## config.mk

```make
export PLATFORM = sky130hd
export DESIGN_NAME = alu_sequencer
export DESIGN_NICKNAME = d
export VERILOG_FILES = /design/src/rtl/alu_sequencer.sv
export SDC_FILE = /design/constraint.sdc
export NUM_CORES = 1
export LEC_CHECK = 0
export ABC_CLOCK_PERIOD_IN_PS = 2840
export CORE_MARGIN = 2
export CORE_UTILIZATION = 45
export CTS_BUF_LIST = sky130_fd_sc_hd__clkbuf_4
export DETAILED_ROUTE_END_ITERATION = 10
export DONT_BUFFER_PORTS = 1
export PLACE_DENSITY = 0.57
export SLEW_MARGIN = 20
export SYNTH_ARGS = -nofsm -noshare
export SYNTH_HDL_FRONTEND = slang
export SYNTH_SLANG_ARGS = --single-unit
```

## constraint.sdc

```tcl
create_clock -name clk -period 2.84 [get_ports clk]
set_input_delay 0.568 -clock clk [delete_from_list [all_inputs] [get_ports clk]]
set_output_delay 0.568 -clock clk [all_outputs]
set_load 0.02 [all_outputs]
```

## src/rtl/alu_sequencer.sv

```systemverilog
// alu_sequencer
// Command-side initiator for the ALU subsystem. Host commands (operands +
// opcode) are queued in a small circular FIFO and issued one at a time into
// the ALU start/done handshake. Each result and its carry/zero flags are
// captured in a one-entry result register that the host drains with res_rd.
// If the ALU never signals done, a result is forced with res_timeout set.
//
// Ports:
//   clk, reset_a                   clock, synchronous active-high reset
//   cmd_wr, cmd_dataa/datab/opcode host command write
//   cmd_full, cmd_overflow         FIFO full, sticky dropped-write flag
//   alu_dataa/datab/opcode, alu_start   drive to the ALU
//   alu_out, alu_carry, alu_zero, alu_done   response from the ALU
//   res_valid, res_data, res_carry, res_zero, res_timeout   result register
//   res_rd                         host acknowledge, frees the result register
//   busy                           registered: FSM active or FIFO non-empty
module alu_sequencer #(
   parameter int DEPTH   = 4,
   parameter int TIMEOUT = 255
) (
   input  logic        clk,
   input  logic        reset_a,
   input  logic        cmd_wr,
   input  logic [15:0] cmd_dataa,
   input  logic [15:0] cmd_datab,
   input  logic [3:0]  cmd_opcode,
   output logic        cmd_full,
   output logic        cmd_overflow,
   output logic [15:0] alu_dataa,
   output logic [15:0] alu_datab,
   output logic [3:0]  alu_opcode,
   output logic        alu_start,
   input  logic [31:0] alu_out,
   input  logic        alu_carry,
   input  logic        alu_zero,
   input  logic        alu_done,
   output logic        res_valid,
   output logic [31:0] res_data,
   output logic        res_carry,
   output logic        res_zero,
   output logic        res_timeout,
   input  logic        res_rd,
   output logic        busy
);

   localparam int PTR_W = (DEPTH > 1) ? $clog2(DEPTH) : 1;
   localparam int CNT_W = $clog2(DEPTH + 1);
   localparam int TMR_W = (TIMEOUT > 1) ? $clog2(TIMEOUT + 1) : 1;
   localparam logic [CNT_W-1:0] FULL_CNT = CNT_W'(DEPTH);
   // The timer counts completed WAIT cycles; the TIMEOUT-th WAIT cycle is the
   // one that starts with the timer at TIMEOUT-1.
   localparam logic [TMR_W-1:0] TMR_LAST = TMR_W'(TIMEOUT - 1);

   typedef enum logic [1:0] {
      ST_IDLE  = 2'd0,
      ST_ISSUE = 2'd1,
      ST_WAIT  = 2'd2
   } state_t;

   state_t state;
   state_t state_nxt;

   logic [15:0] mem_a  [DEPTH];
   logic [15:0] mem_b  [DEPTH];
   logic [3:0]  mem_op [DEPTH];

   logic [PTR_W-1:0] wr_ptr;
   logic [PTR_W-1:0] rd_ptr;
   logic [CNT_W-1:0] count;
   logic [TMR_W-1:0] tmr;

   logic empty;
   logic push;
   logic pop;
   logic done_hit;
   logic tmo_hit;

   // Full is decoded from the pre-edge count, so a write in the same cycle
   // as a pop on a full FIFO is still dropped.
   assign cmd_full = (count == FULL_CNT);
   assign empty    = (count == '0);
   assign push     = cmd_wr && !cmd_full;
   assign pop      = (state == ST_IDLE) && !empty && !res_valid;
   assign done_hit = (state == ST_WAIT) && alu_done;
   assign tmo_hit  = (state == ST_WAIT) && !alu_done && (tmr == TMR_LAST);

   // FSM state register
   always_ff @(posedge clk) begin
      if (reset_a) begin
         state <= ST_IDLE;
      end else begin
         state <= state_nxt;
      end
   end

   // FSM next-state logic
   always_comb begin
      state_nxt = state;
      case (state)
         ST_IDLE:  if (!empty && !res_valid) state_nxt = ST_ISSUE;
         ST_ISSUE: state_nxt = ST_WAIT;
         ST_WAIT:  if (done_hit || tmo_hit) state_nxt = ST_IDLE;
         default:  state_nxt = ST_IDLE;
      endcase
   end

   // FSM outputs
   always_comb begin
      alu_start = 1'b0;
      if (state == ST_ISSUE) alu_start = 1'b1;
   end

   // FIFO storage; entries are only meaningful while counted, so no reset
   always_ff @(posedge clk) begin
      if (push) begin
         mem_a[wr_ptr]  <= cmd_dataa;
         mem_b[wr_ptr]  <= cmd_datab;
         mem_op[wr_ptr] <= cmd_opcode;
      end
   end

   // FIFO pointers, occupancy and overflow flag
   always_ff @(posedge clk) begin
      if (reset_a) begin
         wr_ptr       <= '0;
         rd_ptr       <= '0;
         count        <= '0;
         cmd_overflow <= 1'b0;
      end else begin
         if (push) wr_ptr <= wr_ptr + 1'b1;
         if (pop)  rd_ptr <= rd_ptr + 1'b1;
         case ({push, pop})
            2'b10:   count <= count + 1'b1;
            2'b01:   count <= count - 1'b1;
            default: count <= count;
         endcase
         if (cmd_wr && cmd_full) cmd_overflow <= 1'b1;
      end
   end

   // Issue registers hold the operands stable until the next issue
   always_ff @(posedge clk) begin
      if (reset_a) begin
         alu_dataa  <= '0;
         alu_datab  <= '0;
         alu_opcode <= '0;
      end else if (pop) begin
         alu_dataa  <= mem_a[rd_ptr];
         alu_datab  <= mem_b[rd_ptr];
         alu_opcode <= mem_op[rd_ptr];
      end
   end

   // WAIT-cycle timer
   always_ff @(posedge clk) begin
      if (reset_a) begin
         tmr <= '0;
      end else if (pop) begin
         tmr <= '0;
      end else if (state == ST_WAIT) begin
         tmr <= tmr + 1'b1;
      end
   end

   // Result register; a set and a host read never coincide because an issue
   // is blocked while res_valid is high.
   always_ff @(posedge clk) begin
      if (reset_a) begin
         res_valid   <= 1'b0;
         res_data    <= '0;
         res_carry   <= 1'b0;
         res_zero    <= 1'b0;
         res_timeout <= 1'b0;
      end else if (done_hit) begin
         res_valid   <= 1'b1;
         res_data    <= alu_out;
         res_carry   <= alu_carry;
         res_zero    <= alu_zero;
         res_timeout <= 1'b0;
      end else if (tmo_hit) begin
         res_valid   <= 1'b1;
         res_data    <= '0;
         res_carry   <= 1'b0;
         res_zero    <= 1'b0;
         res_timeout <= 1'b1;
      end else if (res_rd && res_valid) begin
         res_valid <= 1'b0;
      end
   end

   // busy lags the FSM/FIFO state by one cycle
   always_ff @(posedge clk) begin
      if (reset_a) begin
         busy <= 1'b0;
      end else begin
         busy <= (state != ST_IDLE) || !empty;
      end
   end

endmodule

```

==> results of run 1 <==
-- worst paths after layout --
| path | cells past startpoint | slack (ns) | to | from |
|---|---|---|---|---|
| worst min-delay path | 1 | 0.05 | res_data[20] | alu_out[20] |
| worst max register to register | 10 | 0.39 | count[2] | count[2] |
| worst min register to register | 2 | 0.49 | tmr[7] | tmr[7] |
| worst max-delay path | 10 | 0.39 | count[2] | count[2] |
-- metrics by stage --
stage / power [mW] / cell area [µm²] / util, %
5_1_grt: 10.4 / 10400 / 55.0
2_1_floorplan: 6.31 / 8690 / -
3_3_place_gp: 6.95 / 8910 / 47.3
6_report: 9.80 / 10400 / 55.0
4_1_cts: 9.94 / 10300 / 55.0
3_5_place_dp: 7.01 / 8910 / 47.3
-- area by class of cell --
class	count	area share (%)
Sequential cell	235	59.4
Multi-Input combinational cell	264	22.2
Timing Repair Buffer	76	7.30
Clock buffer	88	6.38
Tap cell	260	3.14
Clock inverter	22	1.09
Inverter	13	0.471
Antenna cell	2	0.0483
-- cells by family (layout without fill, tap and decap cells) --
family	count (synthesis)	count (layout)	synth area share [%]
compound gates	135	135	10.0
xor+xnor	4	4	0.403
fa+ha+maj	8	8	1.24
buf+inv	55	199	3.08
flops	235	235	70.7
mux	36	36	9.33
other cells	0	2	0
simple gates	81	81	5.20
-- sequential cells by signal, summed over array words and instances (netlist names), 3 cells and up --
signal      cells
alu_dataa      16
alu_datab      16
mem_a          64
mem_op         16
count           3
res_data       32
alu_opcode      4
tmr             8
mem_b          64
-- power breakdown --
| part | total, mW | internal, mW | switching [mW] | leakage (nW) |
|---|---|---|---|---|
| registers | 4.79 | 4.15 | 0.638 | 2.06 |
| logic | 2.22 | 0.839 | 1.38 | 0.975 |
| clock network | 2.79 | 1.51 | 1.28 | 0.462 |
| total | 9.80 | 6.50 | 3.30 | 3.50 |
-- routing by layer --
metal | global-route usage, % | part of all wire [%] | vias to the layer above
met2 | 32.4 | 50 | 216
met4 | 6.10 | 1.6 | 0
met3 | 5.87 | 8.3 | 31
met5 | 0 | 0 | -
li1 | - | - | 2420
met1 | 22.6 | 40 | 2631
-- cells in the mapped netlist, types with 3 or more instances --
cell type / n
sky130_fd_sc_hd__a21oi_1: 48
sky130_fd_sc_hd__a32o_1: 35
sky130_fd_sc_hd__and3_1: 4
sky130_fd_sc_hd__buf_2: 12
sky130_fd_sc_hd__buf_8: 3
sky130_fd_sc_hd__clkbuf_1: 22
sky130_fd_sc_hd__dfxtp_1: 91
sky130_fd_sc_hd__edfxtp_1: 144
sky130_fd_sc_hd__ha_1: 7
sky130_fd_sc_hd__inv_1: 13
sky130_fd_sc_hd__mux4_2: 36
sky130_fd_sc_hd__nand3_1: 39
sky130_fd_sc_hd__nand3b_1: 3
sky130_fd_sc_hd__nor2_1: 13
sky130_fd_sc_hd__o21ai_0: 43
sky130_fd_sc_hd__or3_1: 7
sky130_fd_sc_hd__xor2_1: 3
-- timing repair --
item | CTS | global route
hold buffers | 65 | 0
endpoints found under the hold margin | 217 | 0
setup endpoints to repair | 0 | 0
resized for setup | 0 | 0
==> results.cfg, run 1 <==
[timing]
fin_crit_ns = 2.45
report.final.setup_viol = 0
final_critical_path_setup_slack_ns = 0.394
hold_fails_final_rpt = 0
timing.final.crit_share_pct = 86.1
timing.setup.tns_ns = 0
fin_worst_skew_ns = 0.0314
pins_over_slew_limit = 0
timing.hold.ws_ns = 0.0512
grt_setup_unrepaired = false
fmax_achieved_mhz = 409
slew-limit-headroom_pct = 29.6
worst_pin_slew_ns = 1.06

[cells_and_area]
layout.cells.most_common_list = sky130_fd_sc_hd__edfxtp_1, sky130_fd_sc_hd__dfxtp_1, sky130_fd_sc_hd__clkbuf_4
drive_gt1_share_pct = 22.2
sequential_cell_area_um2 = 6150
stdcell_count = 960
layout-area-overhead-vs-synth_pct = 19.1
nets = 732
multiInputGateArea_um2 = 2300
layout_commonest_cell = sky130_fd_sc_hd__edfxtp_1
num-fill-cells = 1561

[run_status]
outcome = finished, final reports clean

[floorplan]
initial_core_util_pct = 46.2
rows = 50
die_y_um = 143
boundaryPins = 151
die-area_um2 = 20400
core_um2 = 18800
die-width_um = 143

[hold_path]
hp-class = input port to flop

[routing]
ant_nets = 0
routed_via_density = 5.52
routed_wire_length_per_instance_um = 19.8
detail_route.drc_violations = 0
num_vias = 5298
drt_pass1_iterations = 5
drt_first_iter_violations = 293
wirelength_um = 19000

[worst_setup_path]
critPathMaxFanout = 7
critical_path_arrival_ns = 3.02
critical_path.top_delay_family = simple AND/OR/NAND/NOR gates
critical_path_required_ns = 3.42
cp-end-kind = flop
count_of_buffering_cells_on_the_critical_path_with_inverters_included = 3
critPathMaxStageDelay_ns = 0.53
cpMostUsedCell = sky130_fd_sc_hd__inv_1
cells_along_the_critical_path = or3b_2 > inv_1 > nor2_1 > inv_1 > ha_1 > inv_1 > fa_1 > xor2_1 > or3_1 > a21oi_1
cp-start-kind = flop
crit_slowest_cell = sky130_fd_sc_hd__or3b_2
critical_path_class = flop to flop

[synthesis]
syn-num-nets = 637
synth_enable_flop_cells = 144
synthesis.yosys.warnings = 0
seq_area_frac_synth_pct = 70.7
netlist_instances = 554
synth_top_cell_by_area = sky130_fd_sc_hd__edfxtp_1
ys_dominant_reg_cell = sky130_fd_sc_hd__edfxtp_1
postSynthAreaPerCell_um2 = 15.7
synth_top_area_share_pct = 49.7
synthTopCellsByArea = sky130_fd_sc_hd__edfxtp_1, sky130_fd_sc_hd__dfxtp_1, sky130_fd_sc_hd__mux4_2, sky130_fd_sc_hd__a32o_1, sky130_fd_sc_hd__a21oi_1
number_of_storage_elements_in_the_synthesis_netlist = 235
synthDistinctLibCells = 42
summed_instance_area_of_the_synthesized_netlist_um2 = 8690
synthArstFlopShare_pct = 0

[clock_network]
worstSkewPairLatency_ns = 0.66
clock_sink_count = 235
clock_tree.htree_level_count = 2
cts_made_buffers = 59
cts_tree = yes
post_cts_buffers = 0
path_clk_slew_ns = 0.06
clock_tree.root_cell = sky130_fd_sc_hd__clkbuf_4
cts.path.max_buffers = 3

[pwr]
power.leakage_nw = 3.50
vdd_ir_drop_max_uv = 523
pwr_density_cell_nw_per_um2 = 946

[global_routing]
number_of_global_route_vias_before_repair = 5632
grtUsageTotal_pct = 18.8
global_route_wire_length_before_repair_um = 29300
antenna_found_initial = 1
grt_ovf = 0
grt_start_max_net_pins = 47

[job]
drv.max_cap_violation_count = 0

[place]
port_buffers = 0
detailedPlacementHpwl_um = 10600
dpl.cell_count = 783
gpl.final_weighted_congestion = 0.684
placement.setup.worst_slack_ns = 0.422
Note: power is estimated with default switching activity, not from simulation.
==> inputs of run 2 (changes only) <==
- ABC_CLOCK_PERIOD_IN_PS: 2840 -> 2100
- HOLD_SLACK_MARGIN: unset -> 0.08
- PLACE_DENSITY: 0.57 -> 0.59
- clock period: 2.84 -> 2.1 ns (I/O delays scaled with it)
==> run 2 against run 1 <==
  * Hold slack gained 0.11 ns
  * Cell area increased by 5.7%
  * Largest cell class unchanged
  * Count of clock-buffer cells in the layout up 7
  * Die area unchanged
  * Critical path depth did not move
  * First-iteration DRC count is 26% lower
  * Non-clock buffer count grew 48
  * Sequential power grew 35%
  * Sequential cell count unchanged
  * Core utilization grew 3.1 points
  * Clock skew fell by 0.0092 ns
  * Register-to-register slack worse by 0.37 ns
==> results.cfg, run 2 (synthesis results as in run 1) <==
[run_status]
outcome = finished, final reports clean

[timing]
timing.final.crit_share_pct = 98.8
hold_fails_final_rpt = 0
fin_crit_ns = 2.08
grt_setup_unrepaired = true
report.final.setup_viol = 0
pins_over_slew_limit = 0
slew-limit-headroom_pct = 61.9
worst_pin_slew_ns = 0.567
fmax_achieved_mhz = 482
fin_worst_skew_ns = 0.0221
final_critical_path_setup_slack_ns = 0.0248

[worst_setup_path]
cpMostUsedCell = sky130_fd_sc_hd__inv_2
critical_path_arrival_ns = 2.65
critical_path_class = flop to flop
critical_path.top_delay_family = simple AND/OR/NAND/NOR gates
cp-start-kind = flop
critPathMaxFanout = 2
count_of_buffering_cells_on_the_critical_path_with_inverters_included = 3
cp-end-kind = flop
critPathMaxStageDelay_ns = 0.43
cells_along_the_critical_path = or3b_4 > inv_8 > nor2_4 > inv_2 > ha_4 > inv_2 > fa_2 > xor2_2 > or3_1 > a21oi_2
critical_path_required_ns = 2.67
crit_cells = 10
reg2reg_depth = 10
crit_slowest_cell = sky130_fd_sc_hd__or3b_4

[pwr]
p_seq_share_pct = 46.7
net_switching_power_of_the_design_mw = 4.61
power.share.combinational_pct = 26.1
share_clk_of_total_power_pct = 27.2
switching_share_pct = 33.3
pwr_density_cell_nw_per_um2 = 1270
vdd_ir_drop_max_uv = 664
internal_power_mw = 9.25
power.leakage_nw = 3.80

[floorplan]
die-area_um2 = 20400
initial_core_util_pct = 46.2
die_y_um = 143
core_um2 = 18800
boundaryPins = 151
rows = 50
die-width_um = 143

[clock_network]
clock_tree.htree_level_count = 2
cts_tree = yes
cts.path.max_buffers = 3
worstSkewPairLatency_ns = 0.65
clock_sink_count = 235
path_clk_slew_ns = 0.06
clock_tree.root_cell = sky130_fd_sc_hd__clkbuf_4
cts_made_buffers = 59

[routing]
length_of_routed_wiring_on_met1_um = 7770
dr.max_layer_used = met4
detail_route.drc_violations = 0
routed_wire_length_per_instance_um = 19.9
routed_via_density = 5.51
wirelength_um = 20000
drt_pass1_iterations = 4
drt_first_iter_violations = 216
num_vias = 5531
ant_nets = 0
met2WireLength_um = 10300
wl_met3_um = 1530

[cells_and_area]
layout-area-overhead-vs-synth_pct = 25.9
antenna-diode-count = 0
sequential_cell_area_um2 = 6160
layout.cell_area.non_filler_um2 = 10900
layout.cells.most_common_list = sky130_fd_sc_hd__edfxtp_1, sky130_fd_sc_hd__dlygate4sd3_1, sky130_fd_sc_hd__clkbuf_4
layout_commonest_cell = sky130_fd_sc_hd__edfxtp_1
nets = 780
multiInputGateArea_um2 = 2350
num-fill-cells = 1461
largestRegisters = mem_a: 64 flops, mem_b: 64 flops, res_data: 32 flops
drive_gt1_share_pct = 25.3

[global_routing]
grt_start_max_net_pins = 53
number_of_global_route_vias_before_repair = 5819
grtUsageTotal_pct = 19.0
grt_ovf = 0
global_route_wire_length_before_repair_um = 30000
antenna_found_initial = 0

[place]
place_area_um2 = 9110
placement.setup.worst_slack_ns = -0.0157
port_buffers = 0
detailedPlacementHpwl_um = 11200
gpl.final_weighted_congestion = 0.709

[job]
drv.max_cap_violation_count = 0

[hold_path]
hp-class = input port to flop
holdPathStages = 3
## run 2: power groups by stage
stage               registers [mW]  logic (mW)  clock network, mW
finish                        6.48        3.62               3.77
floorplan                     6.42        2.21                  0
CTS                           6.48        3.36               3.89
global placement              6.56        3.02                  0
global route                  6.54        3.94               4.15
detailed placement            6.59        3.07                  0
## run 2: timing repair
item | in CTS | in global routing
pin swaps | 0 | 1
setup endpoints to repair | 1 | 12
hold buffers | 87 | 11
resized for setup | 1 | 15
hold endpoints to repair | 226 | 33
setup buffers | 0 | 1
cloned | 0 | 0
## run 2: area by class of cell
type                    instances  share of cell area [%]
clock buffers                  95                    6.52
clock inverters                13                   0.514
repair buffers                124                    11.8
flip-flops and latches        235                    56.2
multi-input cells             264                    21.5
well taps                     260                    2.97
inverters                      13                   0.514
## run 2: routing by layer
metal / vias up / GRT usage, %
met2: 227 / 34.0
li1: 2518 / -
met1: 2749 / 21.0
met5: - / 0
met3: 37 / 5.73
met4: 0 / 7.87
## run 2: per-stage QoR
step / total power, mW / utilization, % / instances / hold WS (ns) / TNS (ns)
global placement: 9.58 / 48.4 / 797 / 0.467 / 0
floorplan: 8.62 / - / 554 / 0.452 / -0.0671
detailed placement: 9.66 / 48.4 / 797 / 0.480 / -0.0157
CTS: 13.7 / 57.1 / 992 / -0.220 / -0.0304
global route: 14.6 / 58.1 / 1004 / 0.111 / -0.0820
finish: 13.9 / 58.1 / 1004 / 0.164 / 0
## run 2: worst min-delay path, cell delays in order
cell	delay [ns]
sky130_fd_sc_hd__buf_12	0.09
sky130_fd_sc_hd__buf_12	0.18
sky130_fd_sc_hd__a21oi_1	0.05
## run 2: path summary, 6_finish.rpt
path,from,endpoint,slack (ns)
max,count[1],count[2],0.02
min,reset_a,rd_ptr[0],0.16
max reg2reg,count[1],count[2],0.02
min reg2reg,tmr[7],tmr[7],0.49
==> edit 1, RTL diff (config.mk and constraints of run 1) <==
The parameter `DEPTH` goes from 4 to 2.
--- a/src/rtl/alu_sequencer.sv
+++ b/src/rtl/alu_sequencer.sv
@@ -15,7 +15,7 @@
 //   res_rd                         host acknowledge, frees the result register
 //   busy                           registered: FSM active or FIFO non-empty
 module alu_sequencer #(
-   parameter int DEPTH   = 4,
+   parameter int DEPTH   = 2,
    parameter int TIMEOUT = 255
 ) (
    input  logic        clk,
Formal check against the unedited RTL: not equivalent (a bounded check fails within 4 cycles, from zero or initial values and one cycle with reset_a high).
==> edit 1 against run 1 <==
  * Final area shrank 41%
  * Area after synthesis down 34%
  * Setup slack improved by 0.33 ns
  * Critical endpoint is now alu_start
  * Global-route usage decreased by 2.0 points
  * Highest routed layer unchanged
  * Clock skew shrank 0.018 ns
  * Critical path type is now flop to output pin
  * Non-clock buffer count shrank 69
  * Power down 34%
  * Sequential cell count is 75 lower
  * Wire length shrank 41%
==> edit 1: results (changes against run 1) <==
[status]
outcome=complete, no violations

[critical_path]
cpPeakStageDelay_ns=0.51  ; -0.02 ns
critPathLaunchType=flop
cpLargestDelayFamily=flip-flops
crit_arrival_ns=1.55  ; -1.47 ns
worst_path_max_delay_cell=dfxtp_1
cp_max_fo=9  ; +2

[clock_tree]
htreeDepth=4  ; +2
post_cts_buffers=0  ; unchanged
ctsLongestPathBuffers=2  ; -1
clkTransAtPathRegs_ns=0.12  ; +0.06 ns
clock_latency_ns=0.55  ; -0.11 ns
cts_resized=0  ; unchanged
ctsRootBufferMaster=clkbuf_4
numCtsBuffers=17  ; -71%

[global_route]
met2_usage=0.289  ; -0.0344
grt.total_usage=0.169  ; -0.0196
grt_use_met3=0.0881  ; +0.0294
grt_max_degree=49  ; +4.3%
antenna_found_initial=0  ; -1
grt_pass1_wl_mm=16.9  ; -42%
use_met1=0.175  ; -0.0504

[drt]
wl_per_cell_um=19.1  ; -3.9%
dr.max_layer_used=met4
wl_met2_mm=5.70  ; -40%
first_iter_violations=122  ; -58%
drt-met1-wl_mm=4.14  ; -46%
drtPass1Iterations=4  ; -1
wl_met3_mm=1.18  ; -26%
vias=3342  ; -37%
post_drt_via_cell_ratio=5.67  ; +2.8%

[synthesis]
synth.top_cells.by_count=dfxtp_1, edfxtp_1, a21oi_1, a211oi_1, mux2i_1
ys_types=37  ; -12%
ys_async_sr_fraction=0  ; unchanged
synthFlopType=dfxtp_1
syn_nets=487  ; -24%
synth_edf_count=72  ; -50%
ys_top_cells_by_area=edfxtp_1, dfxtp_1, mux2i_1, a32o_1, a211oi_1
ys_warn_count=0  ; unchanged
ys_seq_area_frac=0.683  ; -0.0240
syn_inst=409  ; -26%

[sta]
worst_pin_slew_ns=0.879  ; -0.177 ns
finClkSkew_ns=0.0138  ; -0.0176 ns

[power]
p_int_mw=4.09  ; -37%
max-vdd-ir-drop_uv=510  ; -2.4%
power_leakage_nw=2.03  ; -42%

[placed_design]
dp_hpwl_mm=6.97  ; -34%
dp_worst_setup_slack_ns=0.705  ; +0.283 ns
dpl.cell_count=557  ; -29%
dpl-instance-area_um2=5840  ; -35%
io_buffers=0  ; unchanged
gp_congestion=0.768  ; +12%

[layout]
finalNetCount=482  ; -34%
reg_top3=mem_a: 32 flops, mem_b: 32 flops, res_data: 32 flops
drive_above_1_share=0.113  ; -0.109
antenna_cells=0  ; -2
fillers=1119  ; -28%

[worst_hold_path]
hold_class=input port to flop

-- edit 1: changes by cell type in the layout (fill, tap and decap cells not counted), sizes merged, moves of 4 or more --
| cell | delta |
|---|---|
| clkbuf | -69 |
| a211oi | +36 |
| mux4 | -36 |
| nand3 | -38 |
| edfxtp | -72 |
| clkinv | -14 |
| ha | -4 |
| o21ai | -37 |
| mux2i | +36 |
| dlygate4sd3 | -64 |
| inv | -6 |
| buf | -5 |
-- edit 1: worst paths after layout --
check	end	slack [ns]	from	cells past startpoint
setup / recovery	alu_start	0.72	state[0]$_SDFFE_PP0P_	1
setup reg to reg	mem_b[0][4]$_DFFE_PP_	0.85	count[0]$_SDFFE_PP0P_	5
hold / removal	res_valid$_SDFFE_PP0P_	0.07	reset_a	1
hold reg to reg	tmr[7]$_SDFFE_PP0N_	0.49	tmr[7]$_SDFFE_PP0N_	2
-- edit 1: kinds of logic (layout without fill, tap and decap cells) --
group,after synthesis,after routing,synth area share
compound gates,130,130,0.163
xor+xnor,4,4,0.00610
fa+ha+maj,3,3,0.00654
buf+inv,38,46,0.0370
flops,160,160,0.683
mux,36,36,0.0627
simple gates,38,38,0.0412
-- edit 1: power groups by stage --
stage | combinational, mW | sequential, mW | clock (mW)
2_1_floorplan | 1.30 | 3.48 | 0
3_3_place_gp | 1.52 | 3.58 | 0
3_5_place_dp | 1.57 | 3.59 | 0
4_1_cts | 1.57 | 3.54 | 1.46
5_1_grt | 1.73 | 3.60 | 1.54
6_report | 1.54 | 3.53 | 1.41
-- edit 1: final cells by class --
class,count,area [µm²],share of cell area
Clock buffer,19,143,0.0232
Clock inverter,13,165,0.0269
Inverter,7,26.3,0.00428
Multi-Input combinational cell,211,1620,0.263
Sequential cell,160,3930,0.639
Tap cell,172,215,0.0350
Timing Repair Buffer,7,52.6,0.00855
==> edit 2, RTL diff (config.mk and constraints of run 1) <==
Without the edit above. Reset style: asynchronous (`reset_a`), changed in 6 clocked blocks. Comments in the files are not updated.
--- a/src/rtl/alu_sequencer.sv
+++ b/src/rtl/alu_sequencer.sv
@@ -85,7 +85,7 @@
    assign tmo_hit  = (state == ST_WAIT) && !alu_done && (tmr == TMR_LAST);
 
    // FSM state register
-   always_ff @(posedge clk) begin
+   always_ff @(posedge clk or posedge reset_a) begin
       if (reset_a) begin
          state <= ST_IDLE;
       end else begin
@@ -120,7 +120,7 @@
    end
 
    // FIFO pointers, occupancy and overflow flag
-   always_ff @(posedge clk) begin
+   always_ff @(posedge clk or posedge reset_a) begin
       if (reset_a) begin
          wr_ptr       <= '0;
          rd_ptr       <= '0;
@@ -139,7 +139,7 @@
    end
 
    // Issue registers hold the operands stable until the next issue
-   always_ff @(posedge clk) begin
+   always_ff @(posedge clk or posedge reset_a) begin
       if (reset_a) begin
          alu_dataa  <= '0;
          alu_datab  <= '0;
@@ -152,7 +152,7 @@
    end
 
    // WAIT-cycle timer
-   always_ff @(posedge clk) begin
+   always_ff @(posedge clk or posedge reset_a) begin
       if (reset_a) begin
          tmr <= '0;
       end else if (pop) begin
@@ -164,7 +164,7 @@
 
    // Result register; a set and a host read never coincide because an issue
    // is blocked while res_valid is high.
-   always_ff @(posedge clk) begin
+   always_ff @(posedge clk or posedge reset_a) begin
       if (reset_a) begin
          res_valid   <= 1'b0;
          res_data    <= '0;
@@ -189,7 +189,7 @@
    end
 
    // busy lags the FSM/FIFO state by one cycle
-   always_ff @(posedge clk) begin
+   always_ff @(posedge clk or posedge reset_a) begin
       if (reset_a) begin
          busy <= 1'b0;
       end else begin
Formal check against the unedited RTL: differs if reset_a is asserted again (counterexample within 4 cycles, from zero or initial values and one cycle with reset_a high); with reset_a held inactive, the same outputs for 10 cycles.
==> edit 2 against run 1 <==
  * Via count down 12%
  * Sequential share of layout area rose by 2.5 points
  * Final area increased by 3.1%
  * Die area up 5.0%
  * Final cell count down 7.0%
  * Power is 24% higher
  * Count of clock-buffer cells in the layout increased by 6
  * Wire length is 11% lower
  * Sequential cell count is the same
  * Area after synthesis up 5.1%
  * Setup slack improved by 0.12 ns
  * Critical path depth shrank 1
  * Critical path type unchanged
==> edit 2: results (changes against run 1) <==
[drt]
wl_per_cell_um=19.0  ; -4.0%
wl_mm=17.0  ; -11%
post_drt_via_cell_ratio=5.22  ; -5.4%

[global_route]
met2_usage=0.269  ; -0.0545
grt_use_met3=0.0553  ; -0.00337
grt_pass1_wl_mm=27.3  ; -6.7%
antenna_found_initial=2  ; +1
grt_max_degree=80  ; +70%
grt_pass1_vias=5087  ; -9.7%

[synthesis]
synth.top_cells.by_count=edfxtp_1, dfrtp_1, a21o_1, mux4_2, a22o_1
synth_area_um2=9140  ; +5.1%
ys_seq_area_frac=0.723  ; +0.0156
syn_avg_cell_area_um2=18.8  ; +20%
ys_top_cells_by_area=edfxtp_1, dfrtp_1, mux4_2, mux2_2, a22o_1
ys_async_sr_fraction=0.387  ; +0.387

[layout]
fillers=1672  ; +7.1%
finalNetCount=657  ; -10%
clock_buffers=94  ; +6.8%
register_area_um2=6600  ; +7.4%
drive_above_1_share=0.317  ; +0.0952
buffer_area_frac=0.0530  ; -0.0200
nMultiInputCombCells=211  ; -20%
nNonClkInverters=14  ; +1
final_util=0.531  ; -0.0191

[power]
p_int_mw=8.10  ; +25%
clkPwrFrac=0.226  ; -0.059
power.total_mw=12.2  ; +24%
power_leakage_nw=4.01  ; +15%

[sta]
worst_pin_slew_ns=0.633  ; -0.423 ns
finClkSkew_ns=0.0300  ; -0.00136 ns

[critical_path]
cp_max_fo=4  ; -3
crit_arrival_ns=2.90  ; -0.12 ns

[placed_design]
dpl-instance-area_um2=9520  ; +6.8%
dp_worst_setup_slack_ns=0.520  ; +0.0978 ns

[clock_tree]
numCtsBuffers=58  ; -1.7%

[status]
outcome=complete, no violations

## edit 2: critical path, cell delays in order, from the launching register on
cell	delay, ns
dfrtp_1	0.49
or3_4	0.42
or2_4	0.26
inv_1	0.06
ha_1	0.17
inv_1	0.07
fa_1	0.38
xor2_1	0.15
nor2_1	0.11
xor2_1	0.15
## edit 2: worst paths after layout
kind,start,to,slack [ns],depth (start not counted)
setup / recovery,res_valid$_DFFE_PP0P_,count[2]$_DFFE_PP0P_,0.51,9
hold / removal,alu_out[27],res_data[27]$_DFFE_PP0P_,0.14,2
setup reg to reg,res_valid$_DFFE_PP0P_,count[2]$_DFFE_PP0P_,0.51,9
hold reg to reg,tmr[7]$_DFFE_PP0P_,tmr[7]$_DFFE_PP0P_,0.49,1
max in group asynchronous,reset_a,rd_ptr[1]$_DFFE_PP0N_,1.72,3
min in group asynchronous,reset_a,alu_datab[9]$_DFFE_PP0N_,0.37,2
## edit 2: kinds of logic (layout without fill, tap and decap cells)
| family | Yosys count | in the layout | synth area share |
|---|---|---|---|
| multiplexers | 75 | 75 | 0.141 |
| buffers and inverters | 39 | 175 | 0.0215 |
| other | 0 | 2 | 0 |
| adder cells (fa/ha/maj) | 8 | 8 | 0.0118 |
| XOR/XNOR | 7 | 7 | 0.00671 |
| flip-flops | 235 | 235 | 0.723 |
| AND/OR/NAND/NOR | 33 | 33 | 0.0214 |
| AO/OA/AOI/OAI | 88 | 88 | 0.0753 |
## edit 2: repair_timing
| action | 4_1_cts | 5_1_grt |
|---|---|---|
| hold buffers | 39 | 0 |
| setup endpoints to repair | 0 | 0 |
| setup buffers | 0 | 0 |
| hold endpoints to repair | 158 | 0 |
